<file path="config.mk">
export PLATFORM = sky130hd
export DESIGN_NAME = vehicle_counter_flat
export DESIGN_NICKNAME = d
export VERILOG_FILES = /design/src/rtl/vehicle_counter_if.sv /design/src/rtl/vehicle_counter.sv /design/src/flat_wrapper.sv
export SDC_FILE = /design/constraint.sdc
export NUM_CORES = 1
export LEC_CHECK = 0
export ABC_AREA = 0
export CAP_MARGIN = 10
export CORE_MARGIN = 8
export CORE_UTILIZATION = 35
export DETAILED_ROUTE_END_ITERATION = 12
export GPL_ROUTABILITY_DRIVEN = 0
export HOLD_SLACK_MARGIN = 0.05
export SYNTH_ARGS = -nofsm -noshare
export SYNTH_HDL_FRONTEND = slang
export SYNTH_SLANG_ARGS = --single-unit
</file>
<file path="constraint.sdc">
create_clock -name clk -period 1.8 [get_ports clk]
set_input_delay 0.36 -clock clk [delete_from_list [all_inputs] [get_ports clk]]
set_output_delay 0.36 -clock clk [all_outputs]
set_load 0.05 [all_outputs]
</file>
<file path="src/rtl/vehicle_counter_if.sv">
// Sensor, clear and count bundle between the lane sensors, the vehicle counter
// and the traffic light controller. The master side drives sensors and clears;
// the slave side (the counter) returns counts and sticky saturation flags.
interface vehicle_counter_if #(
    parameter int CNT_W = 4
);
    logic             sens_ns;
    logic             sens_sn;
    logic             sens_ew;
    logic             sens_we;
    logic             clr_ns;
    logic             clr_sn;
    logic             clr_ew;
    logic             clr_we;
    logic [CNT_W-1:0] count_ns_4b;
    logic [CNT_W-1:0] count_sn_4b;
    logic [CNT_W-1:0] count_ew_4b;
    logic [CNT_W-1:0] count_we_4b;
    logic [3:0]       ovf;

    modport master (
        output sens_ns, sens_sn, sens_ew, sens_we,
        output clr_ns, clr_sn, clr_ew, clr_we,
        input  count_ns_4b, count_sn_4b, count_ew_4b, count_we_4b, ovf
    );

    modport slave (
        input  sens_ns, sens_sn, sens_ew, sens_we,
        input  clr_ns, clr_sn, clr_ew, clr_we,
        output count_ns_4b, count_sn_4b, count_ew_4b, count_we_4b, ovf
    );
endinterface

</file>
<file path="src/rtl/vehicle_counter.sv">
// Per-approach vehicle tally: sync, debounce, rising-edge detect, saturating count.
// Latency: stable raw rise captured at edge k changes the count at edge k+DEB_CYCLES+3.
// Backpressure: none; clears are level-sensitive and always accepted.
module vehicle_counter #(
    parameter int DEB_CYCLES = 4,
    parameter int CNT_W      = 4
) (
    input  logic            clk,
    input  logic            rst,
    vehicle_counter_if.slave bus
);
    localparam int              TW     = $clog2(DEB_CYCLES + 1);
    localparam logic [TW-1:0]   T_LAST = TW'(DEB_CYCLES - 1);
    localparam logic [CNT_W-1:0] SAT   = '1;

    // Lane order throughout: 0=NS, 1=SN, 2=EW, 3=WE (matches ovf bit order).
    logic [3:0]       sens;
    logic [3:0]       clr;
    logic [3:0]       s1;
    logic [3:0]       s;
    logic [3:0]       d;
    logic [3:0]       d_q;
    logic [3:0]       arr;
    logic [3:0]       ovf_r;
    logic [TW-1:0]    t   [4];
    logic [CNT_W-1:0] cnt [4];

    assign sens = {bus.sens_we, bus.sens_ew, bus.sens_sn, bus.sens_ns};
    assign clr  = {bus.clr_we, bus.clr_ew, bus.clr_sn, bus.clr_ns};

    // Two-flop synchroniser on the asynchronous raw sensors.
    always_ff @(posedge clk or posedge rst) begin
        if (rst) begin
            s1 <= '0;
            s  <= '0;
        end else begin
            s1 <= sens;
            s  <= s1;
        end
    end

    // Debounce: accept a new level only after DEB_CYCLES consecutive differing samples.
    always_ff @(posedge clk or posedge rst) begin
        if (rst) begin
            d <= '0;
            for (int i = 0; i < 4; i++) t[i] <= '0;
        end else begin
            for (int i = 0; i < 4; i++) begin
                if (s[i] != d[i]) begin
                    if (t[i] == T_LAST) begin
                        d[i] <= s[i];
                        t[i] <= '0;
                    end else begin
                        t[i] <= t[i] + 1'b1;
                    end
                end else begin
                    t[i] <= '0;
                end
            end
        end
    end

    // Registered rising-edge detect: one arrival pulse per accepted 0->1 transition.
    always_ff @(posedge clk or posedge rst) begin
        if (rst) begin
            d_q <= '0;
            arr <= '0;
        end else begin
            d_q <= d;
            arr <= d & ~d_q;
        end
    end

    // Saturating counters; a clear coinciding with an arrival keeps that vehicle.
    always_ff @(posedge clk or posedge rst) begin
        if (rst) begin
            ovf_r <= '0;
            for (int i = 0; i < 4; i++) cnt[i] <= '0;
        end else begin
            for (int i = 0; i < 4; i++) begin
                if (clr[i] && arr[i]) begin
                    cnt[i]   <= CNT_W'(1);
                    ovf_r[i] <= 1'b0;
                end else if (clr[i]) begin
                    cnt[i]   <= '0;
                    ovf_r[i] <= 1'b0;
                end else if (arr[i]) begin
                    if (cnt[i] == SAT) ovf_r[i] <= 1'b1;
                    else               cnt[i]   <= cnt[i] + 1'b1;
                end
            end
        end
    end

    assign bus.count_ns_4b = cnt[0];
    assign bus.count_sn_4b = cnt[1];
    assign bus.count_ew_4b = cnt[2];
    assign bus.count_we_4b = cnt[3];
    assign bus.ovf         = ovf_r;
endmodule
</file>
<file path="src/flat_wrapper.sv">
// flat-port wrapper written by rule: the top's interface ports become plain ports
module vehicle_counter_flat 
#(
    parameter int DEB_CYCLES = 4,
    parameter int CNT_W      = 4
)
  (clk, rst, bus_sens_ns, bus_sens_sn, bus_sens_ew, bus_sens_we, bus_clr_ns, bus_clr_sn, bus_clr_ew, bus_clr_we, bus_count_ns_4b, bus_count_sn_4b, bus_count_ew_4b, bus_count_we_4b, bus_ovf);
  vehicle_counter_if #(.CNT_W(CNT_W)) bus_i ();
  input  logic clk;
  input  logic rst;
  input wire logic [$bits(bus_i.sens_ns)-1:0] bus_sens_ns;
  input wire logic [$bits(bus_i.sens_sn)-1:0] bus_sens_sn;
  input wire logic [$bits(bus_i.sens_ew)-1:0] bus_sens_ew;
  input wire logic [$bits(bus_i.sens_we)-1:0] bus_sens_we;
  input wire logic [$bits(bus_i.clr_ns)-1:0] bus_clr_ns;
  input wire logic [$bits(bus_i.clr_sn)-1:0] bus_clr_sn;
  input wire logic [$bits(bus_i.clr_ew)-1:0] bus_clr_ew;
  input wire logic [$bits(bus_i.clr_we)-1:0] bus_clr_we;
  output wire logic [$bits(bus_i.count_ns_4b)-1:0] bus_count_ns_4b;
  output wire logic [$bits(bus_i.count_sn_4b)-1:0] bus_count_sn_4b;
  output wire logic [$bits(bus_i.count_ew_4b)-1:0] bus_count_ew_4b;
  output wire logic [$bits(bus_i.count_we_4b)-1:0] bus_count_we_4b;
  output wire logic [$bits(bus_i.ovf)-1:0] bus_ovf;
  assign bus_i.sens_ns = bus_sens_ns;
  assign bus_i.sens_sn = bus_sens_sn;
  assign bus_i.sens_ew = bus_sens_ew;
  assign bus_i.sens_we = bus_sens_we;
  assign bus_i.clr_ns = bus_clr_ns;
  assign bus_i.clr_sn = bus_clr_sn;
  assign bus_i.clr_ew = bus_clr_ew;
  assign bus_i.clr_we = bus_clr_we;
  assign bus_count_ns_4b = bus_i.count_ns_4b;
  assign bus_count_sn_4b = bus_i.count_sn_4b;
  assign bus_count_ew_4b = bus_i.count_ew_4b;
  assign bus_count_we_4b = bus_i.count_we_4b;
  assign bus_ovf = bus_i.ovf;
  vehicle_counter #(.DEB_CYCLES(DEB_CYCLES), .CNT_W(CNT_W)) u_core (.clk(clk), .rst(rst), .bus(bus_i));
endmodule
</file>
# ---- Word level (Yosys, flattened, before mapping)
# Index checks and enable logic that the tools add are counted.
dict set report classes {
  n_addsub 8
  eq_ne 16
  mux 40
  bitwise_logic 2
  n_reduce_logical 24
}
# operator count
set ops {}
lappend ops {{$mux 4} 16}
lappend ops {{$mux 3} 8}
lappend ops {{$reduce_and 2->1} 12}
lappend ops {{$reduce_bool 3->1} 8}
lappend ops {{$add 4x1->4 const B} 4}
lappend ops {{$eq 4x4->1 const B} 4}
lappend ops {{$mux 1} 16}
lappend ops {{$add 3x1->3 const B} 4}
lappend ops {{$eq 3x2->1 const B} 4}
lappend ops {{$ne 3x2->1 const B} 4}
lappend ops {{$and 4x4->4} 1}
lappend ops {{$logic_and 1x1->1} 4}
lappend ops {{$ne 1x1->1} 4}
lappend ops {{$not 4->4} 1}
dict set report word_totals {
  reg_bits 52
  in_bits 10
  output_inout_bits 20
  elab_cells 110
}

# ---- Depth between registers and ports, before layout
# Gate-level depths: netlist (run 1).
dict set report depth {
  depth_word 5
  ltp_mapped 4
  mapped_depth_nobuf 4
}

# ---- Least setup slack after synthesis (run 1)
# No wires, ideal clock.
dict set report synth_timing {
  path_type {reg2reg}
  start {register u_core.cnt, in the netlist u_core.bus.count_ns_4b[0]}
  end {register u_core.cnt, in the netlist u_core.bus.count_ns_4b[1]}
  setup_time_ps 120
  arrival_ps 1477
  required_ps 1680
  setup_slack_ps 203
  path_stages_with_launch 5
  path_buffers 0
  synth_period_minus_slack_ps 1597
  path_cell_list {dfrtp_1 ha_1 nand3_2 and4_1 a31o_2}
}
dict set report synth_between {
  elab_chain_cells 5
  elab_cells_between_ends 8
  classes_between {1 x add/sub; 2 x eq/ne; 4 x mux; 1 x reduce/logical}
}
# element line
set synth_lines {}
lappend synth_lines {{from (decl)} vehicle_counter.sv:26} ;# logic [CNT_W-1:0] cnt [4];
lappend synth_lines {{from (signal, indexed assignment)} vehicle_counter.sv:89} ;# else cnt[i] <= cnt[i] + 1'b1;
lappend synth_lines {{$add 4x1->4} vehicle_counter.sv:89}
lappend synth_lines {{$mux 4} vehicle_counter.sv:88} ;# if (cnt[i] == SAT) ovf_r[i] <= 1'b1;
lappend synth_lines {{$mux 4} vehicle_counter.sv:87} ;# end else if (arr[i]) begin
lappend synth_lines {{$mux 4} vehicle_counter.sv:84} ;# end else if (clr[i]) begin
lappend synth_lines {{$mux 4} vehicle_counter.sv:81} ;# if (clr[i] && arr[i]) begin
# Several ways; a longest one is shown, not always the timed one. The select of a mux whose other input is x is not followed.
# A chain may end at the register's enable or synchronous reset.

# ---- Worst setup path in the final report (run 1)
dict set report layout_timing {
  start {register u_core.cnt, in the netlist u_core.bus.count_ns_4b[2]}
  end {output bus_count_ns_4b[2]}
}
# element line
set layout_rtl {}
lappend layout_rtl {{to (decl)} flat_wrapper.sv:19} ;# output wire logic [$bits(bus_i.count_ns_4b)-1:0] bus_count_ns_4b;
# No word-level cell between the ends.

==> results.yml, run 1 <==
status:
  status: "finished clean"
sta:
  hold_viol_final: 0
  finalClockSkew_ps: 7.22
  drv_slew: 0
  period_needed_ps: 1360
  max_freq_ghz: 0.734
  post-route-period-util_pct: 75.7
  finalSetupTns_ps: 0
  setup-violations-final: 0
  tightest_slew_ps: 280
  rsz0062_at_grt: "no"
  maxSlewHeadroom_pct: 81.2
worst_setup_path:
  slowest_delay_ps: 460
  worstPathArrival_ps: 1000
  start_kind: "register"
  crit_required_ps: 1440
  crit_family: "flip-flops"
  path_buf_inv: 1
  worstSetupPathType: "reg2out"
  cp_slowest_cell: "dfrtp_1"
  crit_chain: "buf_4"
  end_kind: "output pin"
  path_max_fanout: 7
power:
  seqPwrFrac_pct: 49.1
  p_switching_mw: 1.16
  peakVddDrop_mv: 0.567
  leakagePower_nw: 1.20
  intPower_mw: 2.35
  swShare_pct: 33.2
  power_density_nw_per_um2: 1370
  power_frac_comb_pct: 26.7
  p_clk_share_pct: 24.2
yosys:
  synth_nets: 183
  synth_cell_type_count: 26
  synth_common_cells: "dfrtp_1 (52), nor2b_1 (10), inv_1 (9)"
  avgSynthCellArea_sq_um: 12.6
  ys_top_cells_by_area: "dfrtp_1 (63%), ha_1 (4.8%), nor2b_1 (3.0%)"
  synth_edf_count: 0
  syn_inst: 165
  synth_top_area_share_pct: 62.6
  synth_warnings: 0
  synthFlopType: "dfrtp_1"
  postSynth.asyncResetShare_pct: 100
  synth_seq_cells: 52
  ys_seq_area_share_pct: 62.6
  synthesis.area_sq_um: 2080
  post-synth-top-count-cell: "dfrtp_1"
  synth_top_cell_by_area: "dfrtp_1"
detailed_routing:
  via_per_inst: 4.93
  vias: 1370
  routedWlPerCell_microns: 11.9
  drc_errors: 0
  drt_iter0_markers: 36
  antenna_left: 0
  first_pass_iters: 4
  routed_wl_microns: 3320
global_route:
  grt_pass1_vias: 1281
  grt_max_degree: 53
  groute.usage.overall_pct: 8.12
  grt_pass1_wl_microns: 5750
  grt-ovfl-total: 0
  antenna_found_initial: 0
cells_and_area:
  largest_reg_flops: 12
  fillCellCount: 572
  top_register: "u_core.t"
  final_cell_area_sq_um: 2560
  antenna_cells: 0
  drive_above_1_share_pct: 20.2
  nNetsFinal: 220
  area_delta_synth_final_pct: 23.1
clock_network:
  holdBufCountCts: 0
  cts_tree: "done"
  htreeDepth: 2
  cts_root_buf: "clkbuf_8"
  clkSinkCount: 52
  cts-resized-gates: 0
  cts_buffer_depth: 2
  cts_setup_buffers: 0
  path_clk_slew_ps: 90
  insertion_delay_ps: 300
  numCtsBuffers: 5
floorplan:
  dieArea_sq_um: 8660
  pin_count: 30
  initial_utilization_pct: 35.8
  core_area_sq_um: 5820
  die_x_microns: 93.1
  die_h_microns: 93.1
  row_count: 28
worst_hold_path:
  min_path_type: "reg2reg"
placed_design:
  io_buffers: 29
  dp_hpwl_microns: 2410
  place_area_sq_um: 2430
run:
  drv_cap: 0
==> metrics by stage <==
step           std cells  util [%]  setup slack, ps  hold WS (ps)  power (mW)
5_1_grt              278      44.0              378           361        3.75
2_1_floorplan        165         -              182           331        2.39
6_report             278      44.0              437           355        3.51
3_5_place_dp         270      41.8              277           337        2.70
3_3_place_gp         270      41.8              301           333        2.68
4_1_cts              278      44.0              432           358        3.57
==> final cells by class <==
type	count	area [sq um]	area share, %
Timing Repair Buffer	30	260	10.2
Clock inverter	1	30.0	1.17
Inverter	9	33.8	1.32
Clock buffer	7	96.3	3.76
Sequential cell	52	1300	50.8
Multi-Input combinational cell	104	744	29.1
Tap cell	75	93.8	3.67
==> cells in the final DEF, fill, tap and decap left out, types with 3 or more instances in the layout <==
master and count:
dfrtp_1 52, buf_4 20, nor2b_1 10, clkdlybuf4s50_1 9, inv_1 8, nand2_1 8
a21oi_1 8, ha_1 8, nor3_1 7, o211ai_1 7, clkbuf_8 7, nor3b_1 5
and4_1 4, a31o_2 4, and3_1 4, xnor2_1 4, mux2_2 4, nand4_1 4
o21ai_0 4, or2_0 4, a41oi_1 4, nor2_1 4, and4b_1 3, nand3_1 3
==> path summary, 6_finish.rpt <==
kind / start / to / slack [ps] / depth (start not counted)
hold / removal: u_core.s1[3] / u_core.s[3] / 350 / 0
setup / recovery: u_core.bus.count_ns_4b[2] / bus_count_ns_4b[2] / 440 / 1
max in group asynchronous: rst / u_core.bus.count_sn_4b[1] / 1140 / 3
min in group asynchronous: rst / u_core.s1[2] / 420 / 3
setup reg to reg: u_core.bus.count_ns_4b[0] / u_core.bus.count_ns_4b[1] / 480 / 4
hold reg to reg: u_core.s1[3] / u_core.s[3] / 350 / 0
==> layer usage <==
layer / part of all wire [%] / global-route usage [%] / vias up
li1: - / - / 672
met5: 0 / 0 / -
met3: 6.4 / 3.69 / 5
met4: 1.3 / 2.82 / 0
met1: 48 / 10.3 / 668
met2: 44 / 11.9 / 25
==> power by group through the flow <==
stage	clock network (mW)	registers, mW	logic [mW]
floorplan	0	1.94	0.449
finish	0.849	1.72	0.936
detailed placement	0	1.75	0.953
CTS	0.889	1.73	0.956
global route	0.925	1.78	1.04
global placement	0	1.75	0.937
==> worst register-to-register path: stages, from the launching register on <==
cell,delay (ps)
dfrtp_1,420
ha_1,270
nand3_2,110
and4_1,210
a31o_2,200
==> logic make-up after synthesis <==
group,share of synthesized area [%]
AO/OA/AOI/OAI,9.27
XOR/XNOR,1.68
adder cells (fa/ha/maj),4.81
buffers and inverters,1.62
flip-flops,62.6
multiplexers,2.17
AND/OR/NAND/NOR,17.9
Note: power is estimated with default switching activity, not from simulation.
==> run 2, diff against run 1 <==
==> constraint.sdc (replaced) <==
create_clock -name clk -period 1.3 [get_ports clk]
set_input_delay 0.26 -clock clk [delete_from_list [all_inputs] [get_ports clk]]
set_output_delay 0.26 -clock clk [all_outputs]
set_load 0.05 [all_outputs]
==> run 2 against run 1 <==
- sequential share of layout area down 6.6 points
- sequential power is 41% higher
- utilization increased by 7.3 points
- clock-buffer cell count increased by 1
- critical path depth is 1 higher
- power grew 48%
- register-to-register slack worse by 430 ps
- critical path type unchanged
- largest power group unchanged
==> results.yml, run 2 (synthesis gave the netlist of run 1 again) <==
clock_network:
  cts_buffer_depth: 2
  insertion_delay_ps: 300
  cts_tree: "done"
  numCtsBuffers: 5
  holdBufCountCts: 0
  path_clk_slew_ps: 80
  cts_root_buf: "clkbuf_8"
  htreeDepth: 2
  clkSinkCount: 52
floorplan:
  pin_count: 30
  core_area_sq_um: 5820
  initial_utilization_pct: 35.8
  dieArea_sq_um: 8660
  die_x_microns: 93.1
  die_h_microns: 93.1
  row_count: 28
detailed_routing:
  routed_wl_microns: 3700
  routedWlPerCell_microns: 12.6
  antenna_left: 0
  via_per_inst: 4.85
  dr_wl_met2_microns: 1740
  first_pass_iters: 4
  drc_errors: 0
  vias: 1421
  wl_met3_microns: 209
  highest_layer: "met4"
  drt-met1-wl_microns: 1700
  drt_iter0_markers: 55
cells_and_area:
  nNetsFinal: 235
  multi_input_area_sq_um: 805
  most-common-layout-cells: "dfrtp_1 (38), buf_12 (22), dfrtp_2 (14)"
  seq_area_sq_um: 1320
  fin_util_pct: 51.3
  top_register: "u_core.t"
  layout_commonest_cell: "dfrtp_1"
  area_delta_synth_final_pct: 43.5
  fillCellCount: 530
  antenna_cells: 0
  largest_reg_flops: 12
  drive_above_1_share_pct: 33.9
worst_setup_path:
  crit_required_ps: 1040
  regToRegSetupSlack_ps: 50
  path_max_fanout: 4
  critical_path.startpoint: "u_core.bus.count_we_4b[0]"
  worstSetupPathType: "reg2out"
  end_kind: "output pin"
  rr_worst_depth: 5
  r2r-end: "u_core.bus.count_we_4b[0]"
  crit_path_end: "bus_count_we_4b[0]"
  r2r_start: "u_core.bus.count_we_4b[0]"
  worstPathArrival_ps: 1000
  start_kind: "register"
sta:
  period_needed_ps: 1260
  finalClockSkew_ps: 6.55
  finalSetupTns_ps: 0
  maxSlewHeadroom_pct: 82.3
  hold_slack_ps: 248
  post-route-period-util_pct: 96.6
  drv_slew: 0
  hold_viol_final: 0
  max_freq_ghz: 0.796
  setup-violations-final: 0
  rsz0062_at_grt: "yes"
  tightest_slew_ps: 264
placed_design:
  dp_hpwl_microns: 2750
  io_buffers: 29
power:
  leakagePower_nw: 1.28
  power_density_nw_per_um2: 1740
  peakVddDrop_mv: 0.795
worst_hold_path:
  min_path_type: "in2async"
global_route:
  grt_max_degree: 26
  grt_pass1_wl_microns: 6640
  groute.usage.overall_pct: 9.35
  grt-ovfl-total: 0
  grt_pass1_vias: 1480
  antenna_found_initial: 0
run:
  drv_cap: 0
status:
  status: "finished clean"
==> run 2: cell types whose count changed in the layout (fill, tap and decap cells not counted), moves of 4 or more <==
cell     before  now
buf_4        20   13
buf_12        1   22
ha_1          8    4
ha_4          0    4
dfrtp_2       0   14
dfrtp_1      52   38
==> run 2: repair_timing <==
action | 4_1_cts | 5_1_grt
gates cloned | 0 | 0
endpoints found under the setup margin | 5 | 8
endpoints found under the hold margin | 0 | 0
gates resized for setup | 0 | 6
setup buffers | 3 | 3
pin swaps | 0 | 5
==> run 2: layout make-up <==
| type | count | share of cell area [%] |
|---|---|---|
| Sequential cell | 52 | 44.2 |
| Multi-Input combinational cell | 104 | 27.0 |
| Timing Repair Buffer | 45 | 21.4 |
| Tap cell | 75 | 3.14 |
| Clock buffer | 8 | 3.02 |
| Inverter | 9 | 1.26 |
==> run 2: stage by stage <==
stage                     cell area, sq um  worst slack (ps)  std cells  total power [mW]
final                                 2980              44.3        293              5.21
after global routing                  2980             -12.9        293              5.60
after CTS                             2950              23.5        290              5.24
after detailed placement              2850              9.62        281              4.30
after global placement                2850              19.2        281              4.25
after floorplan                       2150             -61.4        165              3.40
==> run 2: critical path, stage by stage, from the launching register on <==
cell and delay [ps]:
dfrtp_2 400, buf_4 150, buf_12 140
==> run 2: layer usage <==
metal | GRT usage (%) | vias to the layer above
li1 | - | 702
met1 | 10.8 | 690
met2 | 15.4 | 23
met3 | 3.69 | 6
met4 | 3.22 | 0
met5 | 0 | -
==> run 2: how the worst min path moves through the flow <==
stage	from	depth (start not counted)	end
2_1_floorplan	bus_sens_ns	0	u_core.s1[0]
3_3_place_gp	u_core.s1[1]	0	u_core.s[1]
3_5_place_dp	u_core.s1[3]	0	u_core.s[3]
4_1_cts	rst	2	u_core.s1[3]
5_1_grt	rst	2	u_core.s1[3]
6_report	rst	2	u_core.s1[3]
==> run 2: where the power goes <==
group / leakage (nW) / total, mW / switching [mW] / internal, mW
registers: 0.651 / 2.43 / 0.397 / 2.04
logic: 0.588 / 1.87 / 0.872 / 0.997
clock network: 0.0455 / 0.904 / 0.470 / 0.434
==> variant 1, RTL diff (flow settings as in run 2) <==
`CNT_W` is set to 4 in 3 places; all go to 3.
--- a/src/rtl/vehicle_counter_if.sv
+++ b/src/rtl/vehicle_counter_if.sv
@@ -2,7 +2,7 @@
 // and the traffic light controller. The master side drives sensors and clears;
 // the slave side (the counter) returns counts and sticky saturation flags.
 interface vehicle_counter_if #(
-    parameter int CNT_W = 4
+    parameter int CNT_W = 3
 );
     logic             sens_ns;
     logic             sens_sn;
--- a/src/rtl/vehicle_counter.sv
+++ b/src/rtl/vehicle_counter.sv
@@ -3,7 +3,7 @@
 // Backpressure: none; clears are level-sensitive and always accepted.
 module vehicle_counter #(
     parameter int DEB_CYCLES = 4,
-    parameter int CNT_W      = 4
+    parameter int CNT_W      = 3
 ) (
     input  logic            clk,
     input  logic            rst,
--- a/src/flat_wrapper.sv
+++ b/src/flat_wrapper.sv
@@ -2,7 +2,7 @@
 module vehicle_counter_flat 
 #(
     parameter int DEB_CYCLES = 4,
-    parameter int CNT_W      = 4
+    parameter int CNT_W      = 3
 )
   (clk, rst, bus_sens_ns, bus_sens_sn, bus_sens_ew, bus_sens_we, bus_clr_ns, bus_clr_sn, bus_clr_ew, bus_clr_we, bus_count_ns_4b, bus_count_sn_4b, bus_count_ew_4b, bus_count_we_4b, bus_ovf);
   vehicle_counter_if #(.CNT_W(CNT_W)) bus_i ();
Ports: changed (resized bus_count_ew_4b, bus_count_ns_4b, bus_count_sn_4b and bus_count_we_4b); port bits go from 30 to 26. The function was not compared with the original's and may differ.
==> variant 1 against run 2 <==
- the flow now finishes with violations (setup timing)
- worst setup slack worse by 0.051 ns
- combinational power increased by 7%
- largest power group unchanged
- core utilization increased by 1.1 points
- fmax fell by 3.9%
- critical path depth is 3 higher
- largest cell class unchanged
- non-clock buffer count shrank 13
- routed wire length fell by 16%
- sequential cell count shrank 4
- area after synthesis shrank 9.7%
- sequential share of layout area is 0.91 points higher
- cell area decreased by 9.6%
- total power up 2.6%
==> variant 1: results (changes against run 2) <==
\begin{tabular}{lr}
\hline
Metric & Value \\
\hline
\multicolumn{2}{l}{\textbf{STA}} \\
\quad Crit path setup slack, layout & -0.00666 ns (-0.0510 ns) \\
\quad Final Setup Violations & 1 (+1) \\
\multicolumn{2}{l}{\textbf{Layout}} \\
\quad Final Instance Count excl. Fillers & 242 (-17\%) \\
\quad Area added between synthesis and finish & 43.7\% \\
\multicolumn{2}{l}{\textbf{Worst setup path}} \\
\quad Worst EP arrival & 1.49 ns (+0.49 ns) \\
\quad Worst Path Class, Setup & reg -> reg \\
\multicolumn{2}{l}{\textbf{Logic synthesis}} \\
\quad Fraction of the mapped netlist area in compound gates & 2.53\% (-6.7 points) \\
\quad Net count of the mapped netlist & 154 (-16\%) \\
\quad Post-synthesis share of cell area spent on xor and xnor gates & 1.87\% (+0.18 points) \\
\quad Syn Area/Cell & 14.2 um2 (+13\%) \\
\quad Share of cell area taken by muxes after synthesis & 6.67\% (+4.5 points) \\
\quad Sequential area share after synthesis & 64.0\% (+1.4 points) \\
\quad Post-synthesis adder-cell area fraction & 8.00\% (+3.2 points) \\
\multicolumn{2}{l}{\textbf{Power}} \\
\quad Internal Pwr Total & 3.58 mW (+3.2\%) \\
\quad Largest vdd supply drop & 866 uV (+9.0\%) \\
\quad Post-layout total power & 5.34 mW (+2.6\%) \\
\quad Clock net power & 1.04 mW (+15\%) \\
\multicolumn{2}{l}{\textbf{GRT}} \\
\quad Vias in the first global route & 1,216 (-18\%) \\
\quad Global Route met2 Usage & 15.4\% (-0.090 points) \\
\multicolumn{2}{l}{\textbf{Run status}} \\
\quad Status & finished with violations \\
\quad Violations in the final reports & setup timing \\
\multicolumn{2}{l}{\textbf{Worst hold path}} \\
\quad Type of the worst min-delay path & reg -> reg \\
\multicolumn{2}{l}{\textbf{Placed design}} \\
\quad Post-DP HPWL & 2410 um (-12\%) \\
\quad Number of buffer cells added on primary ports & 25 (-14\%) \\
\quad Placed cell count & 233 (-17\%) \\
\quad Cell Area, Placed & 2570 um2 (-9.9\%) \\
\multicolumn{2}{l}{\textbf{Drt}} \\
\quad DRC violation total after the first TritonRoute iteration & 33 (-40\%) \\
\quad Number of vias after detailed routing & 1,093 (-23\%) \\
\quad Met1 wire length & 1300 um (-23\%) \\
\hline
\end{tabular}
==> variant 1: area by class of cell <==
cell class | count | area share (%)
inverters | 1 | 0.278
clock inverters | 3 | 1.58
clock buffers | 5 | 2.55
multi-input cells | 83 | 29.2
flip-flops and latches | 48 | 45.1
well taps | 70 | 3.25
repair buffers | 32 | 18.1
==> variant 1: how the worst min path moves through the flow <==
| stage | endpoint | slack, ns | startpoint | depth (start not counted) |
|---|---|---|---|---|
| 6_report | u_core.s[1] | 0.35 | u_core.s1[1] | 0 |
| 5_1_grt | u_core.s[2] | 0.37 | u_core.s1[2] | 0 |
| 4_1_cts | u_core.s[1] | 0.36 | u_core.s1[1] | 0 |
| 3_5_place_dp | u_core.s[1] | 0.34 | u_core.s1[1] | 0 |
| 3_3_place_gp | u_core.s[3] | 0.33 | u_core.s1[3] | 0 |
| 2_1_floorplan | u_core.arr[0] | 0.29 | rst | 1 |
==> variant 1: what timing repair did <==
item	CTS	global route
pin swaps	0	4
endpoints found under the setup margin	2	9
buffers inserted	0	1
resized for setup	1	2
==> variant 2, RTL diff (flow settings as in run 2) <==
Made on the original files. Take the reset off `d_q` and load it in a clocked block of its own.
--- a/src/rtl/vehicle_counter.sv
+++ b/src/rtl/vehicle_counter.sv
@@ -63,12 +63,14 @@
     // Registered rising-edge detect: one arrival pulse per accepted 0->1 transition.
     always_ff @(posedge clk or posedge rst) begin
         if (rst) begin
-            d_q <= '0;
             arr <= '0;
         end else begin
-            d_q <= d;
             arr <= d & ~d_q;
         end
+    end
+
+    always_ff @(posedge clk) begin
+        d_q <= d;
     end
 
     // Saturating counters; a clear coinciding with an arrival keeps that vehicle.
Check against the original RTL: no difference found for any inputs over 10 cycles, from zero or initial values and one cycle with rst high; that may be too few to reach the edited logic, so the function may still have changed.
==> variant 2 against run 2 <==
- total power decreased by 0.15%
- die area decreased by 0.79%
- sequential cell count unchanged
- routed wire length decreased by 5.4%
- synthesized cell count unchanged
- cell area decreased by 1.3%
- worst setup slack got worse by 0.021 ns
- sequential share of layout area decreased by 0.16 points
- area after synthesis decreased by 0.96%
==> variant 2: results (changes against run 2) <==
\begin{tabular}{lr}
\hline
Metric & Value \\
\hline
\multicolumn{2}{l}{\textbf{Run status}} \\
\quad Status & complete, no violations \\
\multicolumn{2}{l}{\textbf{Drt}} \\
\quad DRC violation total after the first TritonRoute iteration & 58 (+5.5\%) \\
\quad WL/cell & 12.0 um (-4.8\%) \\
\quad Via-per-instance ratio & 4.79 (-1.2\%) \\
\multicolumn{2}{l}{\textbf{Logic synthesis}} \\
\quad Asr flop ratio synth & 92.3\% (-7.7 points) \\
\quad Leading post-synthesis cells by cell area & dfrtp\_1, ha\_1, dfxtp\_1 \\
\quad Count of different cell masters after synthesis & 27 (+3.8\%) \\
\quad Sequential area share after synthesis & 62.2\% (-0.36 points) \\
\quad Most used standard cells in the synthesized netlist & dfrtp\_1, nor2b\_1, inv\_1 \\
\multicolumn{2}{l}{\textbf{Layout}} \\
\quad Final nets & 233 (-0.85\%) \\
\quad Final Instance Count excl. Fillers & 291 (-0.68\%) \\
\quad Ratio of cells with drive above 1 in the final layout & 32.9\% (-1.1 points) \\
\quad Fill count & 529 (-0.19\%) \\
\quad Final antenna diode count & 0 (unchanged) \\
\quad Largest register FFs & 12 (unchanged) \\
\multicolumn{2}{l}{\textbf{STA}} \\
\quad Max Clock Skew & 0.00339 ns (-0.00316 ns) \\
\quad Worst-case headroom to the max-slew limit & 81.5\% (-0.73 points) \\
\multicolumn{2}{l}{\textbf{Worst setup path}} \\
\quad Required time of the worst setup path & 1.04 ns (about the same) \\
\multicolumn{2}{l}{\textbf{Clock tree}} \\
\quad Clock network latency to the later pin of the worst-skew pair & roughly 0.29 ns \\
\quad Clock-pin slew reported for the worst setup and hold paths after clock tree synthesis & 0.08 ns (about the same) \\
\multicolumn{2}{l}{\textbf{Power}} \\
\quad Largest vdd supply drop & 810 uV (+1.9\%) \\
\quad Leakage & 1.26 nW (-2.0\%) \\
\multicolumn{2}{l}{\textbf{Placed design}} \\
\quad Number of buffer cells added on primary ports & 29 (unchanged) \\
\quad Post-DP HPWL & 2640 um (-3.9\%) \\
\multicolumn{2}{l}{\textbf{GRT}} \\
\quad Vias in the first global route & 1,407 (-4.9\%) \\
\quad Global-route wire length before repair & 6500 um (-2.2\%) \\
\quad Pin count of the biggest net entering global routing & 31 (+19\%) \\
\quad Combined global-route utilization of all metal layers & 9.32\% (-0.029 points) \\
\hline
\end{tabular}
-- variant 2: path summary, 6_finish.rpt --
path	depth (start not counted)	start	end	slack, ns
setup / recovery	2	u_core.bus.count_we_4b[0]	bus_count_we_4b[0]	0.02
hold / removal	2	rst	u_core.s[1]	0.24
setup reg to reg	5	u_core.bus.count_we_4b[0]	u_core.bus.count_we_4b[0]	0.04
hold reg to reg	0	u_core.s1[3]	u_core.s[3]	0.36
max in group asynchronous	3	rst	u_core.bus.count_ew_4b[2]	0.65
min in group clk	0	u_core.s1[3]	u_core.s[3]	0.36
-- variant 2: metrics by stage --
stage / utilization, % / setup WS, ns / instance area, um2 / TNS (ns) / total power [mW]
3_3_place_gp: 48.4 / 0.0106 / 2820 / 0 / 4.23
6_report: 50.7 / 0.0231 / 2950 / 0 / 5.20
3_5_place_dp: 48.4 / -0.00852 / 2820 / -0.00961 / 4.27
2_1_floorplan: - / -0.0614 / 2130 / -0.0829 / 3.40
5_1_grt: 50.7 / -0.0342 / 2950 / -0.102 / 5.60
4_1_cts: 50.0 / 0.000416 / 2910 / 0 / 5.19
-- variant 2: cell families (layout without fill, tap and decap cells) --
family / Yosys count / after routing / synth area share (%)
muxes: 4 / 4 / 2.19
and+or+nand+nor: 60 / 60 / 18.0
adders and majority gates: 8 / 8 / 4.86
buffers and inverters: 9 / 60 / 1.64
DFF: 52 / 52 / 62.2
xor gates and xnor gates: 4 / 4 / 1.70
AOI/OAI and AO/OA: 28 / 28 / 9.36
-- variant 2: layout make-up --
type	instances	area, um2	area share, %
clock buffers	8	90.1	3.06
inverters	9	37.5	1.27
multi-input cells	104	805	27.3
flip-flops and latches	52	1300	44.0
well taps	75	93.8	3.18
repair buffers	43	623	21.1
-- variant 2: critical path: stages (launching register included) --
cell     delay (ns)
dfrtp_2        0.42
buf_4          0.16
buf_12         0.14
-- variant 2: where the power goes --
part	switching, mW	internal [mW]
Combinational	0.836	0.998
Clock	0.476	0.435
Sequential	0.416	2.04
Total	1.73	3.47
-- variant 2: per-layer routing --
metal	GRT usage, %	vias to the layer above	wire (um)
li1	-	695	-
met1	11.7	671	1660
met2	14.1	23	1590
met3	3.64	5	181
met4	3.62	0	60
met5	0	-	0
-- variant 2: timing repair --
action,in CTS,in global routing
pin swaps,0,4
gates resized for setup,0,7
buffers inserted,2,2
setup endpoints to repair,4,9
